[src/rtl/down_counter_4bit.sv]
// Loadable synchronous down counter with a registered one-cycle borrow pulse on wrap from zero.
// Optional macro DOWN_COUNTER_AUTO_RELOAD_EN: the wrap reloads the last loaded value instead of all-ones.
module down_counter_4bit #(
    parameter int WIDTH = 4
) (
    input  logic             clk,
    input  logic             reset_n,
    input  logic             load,
    input  logic [WIDTH-1:0] load_data,
    input  logic             enable,
    output logic [WIDTH-1:0] count,
    output logic             zero,
    output logic             borrow
);

    logic [WIDTH-1:0] r_count;
    logic             r_borrow;
    logic [WIDTH-1:0] w_wrap_val;
    logic             w_at_zero;

    assign w_at_zero = (r_count == '0);

`ifdef DOWN_COUNTER_AUTO_RELOAD_EN
    logic [WIDTH-1:0] r_reload_val;

    // Reload value follows only load and reset, never the decrement path.
    always_ff @(posedge clk) begin
        if (!reset_n) begin
            r_reload_val <= '0;
        end else if (load) begin
            r_reload_val <= load_data;
        end
    end

    assign w_wrap_val = r_reload_val;
`else
    assign w_wrap_val = '1;
`endif

    always_ff @(posedge clk) begin
        if (!reset_n) begin
            r_count  <= '0;
            r_borrow <= 1'b0;
        end else if (load) begin
            r_count  <= load_data;
            r_borrow <= 1'b0;
        end else if (enable) begin
            if (w_at_zero) begin
                r_count  <= w_wrap_val;
                r_borrow <= 1'b1;
            end else begin
                r_count  <= r_count - WIDTH'(1);
                r_borrow <= 1'b0;
            end
        end else begin
            r_borrow <= 1'b0;
        end
    end

    assign count  = r_count;
    assign zero   = w_at_zero;
    assign borrow = r_borrow;

endmodule

[config.mk]
export PLATFORM = sky130hd
export DESIGN_NAME = down_counter_4bit
export DESIGN_NICKNAME = d
export VERILOG_FILES = /design/src/rtl/down_counter_4bit.sv
export SDC_FILE = /design/constraint.sdc
export NUM_CORES = 1
export LEC_CHECK = 0
export CAP_MARGIN = 10
export CORE_AREA = 2 2 39 41
export DETAILED_ROUTE_END_ITERATION = 6
export DIE_AREA = 0 0 41 43
export PLACE_DENSITY = 0.43
export SLEW_MARGIN = 0
export SYNTH_ARGS = -nofsm -noshare
export SYNTH_HDL_FRONTEND = slang
export SYNTH_SLANG_ARGS = --single-unit
[constraint.sdc]
create_clock -name clk -period 3.15 [get_ports clk]
set_clock_uncertainty 0.15 [all_clocks]
set_input_delay 0.63 -clock clk [delete_from_list [all_inputs] [get_ports clk]]
set_output_delay 0.63 -clock clk [all_outputs]
set_load 0.1 [all_outputs]
==> metrics.md <==
| Metric | Value |
|---|---|
| Post-synthesis mux area share | `roughly 3.7%` |
| Routed wire length | `726 um` |
| Fraction of the cycle the final worst path needs | `between 60 and 70%` |
| Core ar. | `between 0.001 and 0.0015 mm2` |
| TritonCTS clock tree | `done` |
| Relative max-transition margin | `around 83%` |
| Post-Synthesis Cell Area | `approximately 270 um2` |
| Avg WL per Cell | `11.34 um` |
| Xor/xnor cell area share of the yosys netlist | `between 6 and 7%` |
| Number of warning messages in the yosys log | `0` |
| Worst hold-check slack | `about 0.40 ns` |
| Crit Path Max Fanout | `5` |
| RSZ-0062 raised after global routing | `no` |
| Clock tree root driver cell | `clkbuf_4` |
| Vias in the first global route | `270` |
| Crit path required time | `~2.4 ns` |
| Worst reg2reg endpoint | `count[3]` |
| Growth of design area from synthesis to finish | `61.29%` |
| Critical Path AT | `around 1.4 ns` |
| Simple-gate share of the synthesized area | `about a quarter` |
| Initial Utilization | `approximately a fifth` |
| DRT Pass-1 Iters | `3` |
| Peak supply drop | `between 0.15 and 0.2 mV` |
| Flop2flop setup slack | `about 1.7 ns` |
| Startpoint of the most critical register-to-register path | `count[0]` |
| Detailed-route vias per instance | `between 4 and 5` |
| Flip-flop and latch count after synthesis | `5` |
| Most frequent cells in the layout | `7 x clkdlybuf4s50_1, 6 x buf_4, 5 x inv_1, 5 x dfxtp_1, 4 x a21oi_1` |
| Distinct cells, synth | `17` |
| Leak Pwr | `between 0.15 and 0.2 nW` |
| Remaining Overflow, GRT | `0` |
| # Post-CTS Setup Buffers | `0` |
| Type of element launching the critical path | `flip-flop` |
| PwrDens | `564.2 mW/mm2` |
| CTS clk-pin slew, worst paths | `approximately 0.050 ns` |
| Final number of setup-violating endpoints | `0` |
| Floorplan die area | `about 0.0018 mm2` |
| Worst-skew pair later-pin latency | `between 0.2 and 0.3 ns` |
| Category of the worst setup path capture point | `output port` |
| Largest family of logic cells by synthesized area | `simple AND/OR/NAND/NOR gates` |
| Number of cells on the worst hold path | `1` |
| Status | `finished clean` |
| Number of buffers between clock root and the deepest sink | `2` |
| First-pass GRT wire length | `around 1200 um` |
| FMAX | `about 460 MHz` |
| Worst-case reg-to-reg path depth | `5` |
| Most common cell after layout, fill and taps aside | `clkdlybuf4s50_1` |
| Count of vias placed by the detailed router | `291` |
| Proportion of layout cells with a drive suffix above 1 | `around a quarter` |
| Tot GR Track Use | `10.84%` |
| Number of buffers inserted during clock tree synthesis | `3` |
| Slew at the pin with the worst max-slew slack | `between 0.2 and 0.25 ns` |
| Number of antenna violations at the first check in global routing | `0` |
| Part of the Yosys area used for sequential elements | `a little under two fifths` |
| Number of nets at the end of the flow | `just under 60` |
| Htree depth | `1` |
| Total clock sinks | `5` |
| Die X-Extent | `a little over 40 um` |
| Number of max-cap violations | `0` |
| Initial DRC count | `5` |
| Top Ports | `14` |
| Final antenna diode count | `0` |
| Quantity of gates resized following cts | `0` |
| Worst hold path startpoint | `count[3]` |
| DRC Markers | `0` |
| Accumulated negative setup slack | `0 ns` |
| Minimum period implied by the final worst setup slack | `~2.2 ns` |
| Detail Route Antenna Nets | `0` |
| Fraction of the mapped netlist area in adder cells | `under 10%` |
| DP HPWL | `approximately 560 um` |
| Average instance area after synthesis | `8.758 um2` |
| Gp weighted congestion | `0.7045` |
| Path type of the worst setup path | `reg -> out` |
| CTS hold repair buffers | `0` |
| Vertical extent of the die | `about 43 um` |
| Compound-gate portion of the synthesized area | `between 10% and 20%` |
| Pins Over Slew Limit | `0` |
| Number of endpoints with negative hold slack in the final report | `0` |
| Synthesized netlist cell count | `31` |
| Placement row count | `14` |
| End point of the worst hold path | `borrow` |
| Worst Hold Class | `reg -> reg` |
| Port bufs | `13` |
| Pin count of the biggest net entering global routing | `7` |
| Post-synth net total | `40` |
-- worst max-delay path, stage by stage (launching register included) --
cell     delay, ns
dfxtp_1       0.44
inv_1         0.08
ha_1          0.23
nor3b_2       0.16
buf_4         0.23
-- state kept, by name, summed over array words and instances (netlist names) --
register / cells
count: 4
borrow: 1
-- per-stage QoR --
| stage | area [um2] | total power (W) | setup slack, ns | instances | util [%] |
|---|---|---|---|---|---|
| floorplan | 276.5 | 0.0001465 | 0.1533 | 31 | - |
| global placement | 411.6 | 0.0001732 | 1.272 | 60 | 29.75 |
| detailed placement | 411.6 | 0.0001732 | 1.250 | 60 | 29.75 |
| CTS | 437.9 | 0.0002496 | 0.9740 | 64 | 31.65 |
| global route | 437.9 | 0.0002597 | 0.8974 | 64 | 31.65 |
| finish | 437.9 | 0.0002471 | 0.9738 | 64 | 31.65 |
-- cell families after synthesis --
| family | after synthesis |
|---|---|
| fa+ha+maj | 1 |
| simple gates | 9 |
| xor+xnor | 2 |
| mux | 1 |
| buf+inv | 5 |
| compound gates | 8 |
| flops | 5 |
-- cell usage after synthesis --
library cell / instances / share of area (%)
nand2_1: 3 / 4.1
nand3_2: 1 / 3.7
nor2_1: 1 / 1.4
ha_1: 1 / 4.6
xnor2_1: 1 / 3.2
a21oi_1: 4 / 7.4
mux2i_1: 1 / 3.7
dfxtp_1: 5 / 37
nor4b_2: 1 / 5.5
xor2_1: 1 / 3.2
nor4b_1: 1 / 3.2
o21bai_1: 1 / 2.8
o211ai_1: 1 / 2.8
inv_1: 5 / 6.9
o21ai_0: 1 / 1.8
o32ai_1: 1 / 3.2
nor3b_1: 2 / 5.5
-- layout make-up --
class                           instances  area, um2
Clock buffer                            4      26.28
Fill cell                             156      945.9
Inverter                                5      18.77
Multi-Input combinational cell         21      157.7
Sequential cell                         5      100.1
Tap cell                               16      20.02
Timing Repair Buffer                   13      115.1
-- power by group --
group | internal, W | total (W) | switching, W
logic | 0.0000289 | 0.0000952 | 0.0000663
registers | 0.0000685 | 0.0000763 | 0.00000781
clock network | 0.0000480 | 0.0000756 | 0.0000276
-- routing by layer --
| layer | track usage, % | part of all wire [%] | up-vias |
|---|---|---|---|
| li1 | - | - | 142 |
| met1 | 12.22 | 39 | 132 |
| met2 | 15.31 | 48 | 12 |
| met3 | 3.141 | 8.3 | 5 |
| met4 | 10.00 | 4.8 | 0 |
| met5 | 0 | 0 | - |
-- how the worst max path moves through the flow --
| stage | from | depth (start not counted) | end | slack [ns] |
|---|---|---|---|---|
| 3_5_place_dp | count[0] | 4 | zero | 1.25 |
| 4_1_cts | count[0] | 4 | zero | 0.97 |
| 5_1_grt | count[0] | 4 | zero | 0.90 |
| 6_report | count[0] | 4 | zero | 0.97 |
| 2_1_floorplan | count[0] | 3 | zero | 0.15 |
| 3_3_place_gp | count[0] | 4 | zero | 1.27 |
Power figures use the tool's default switching activity.
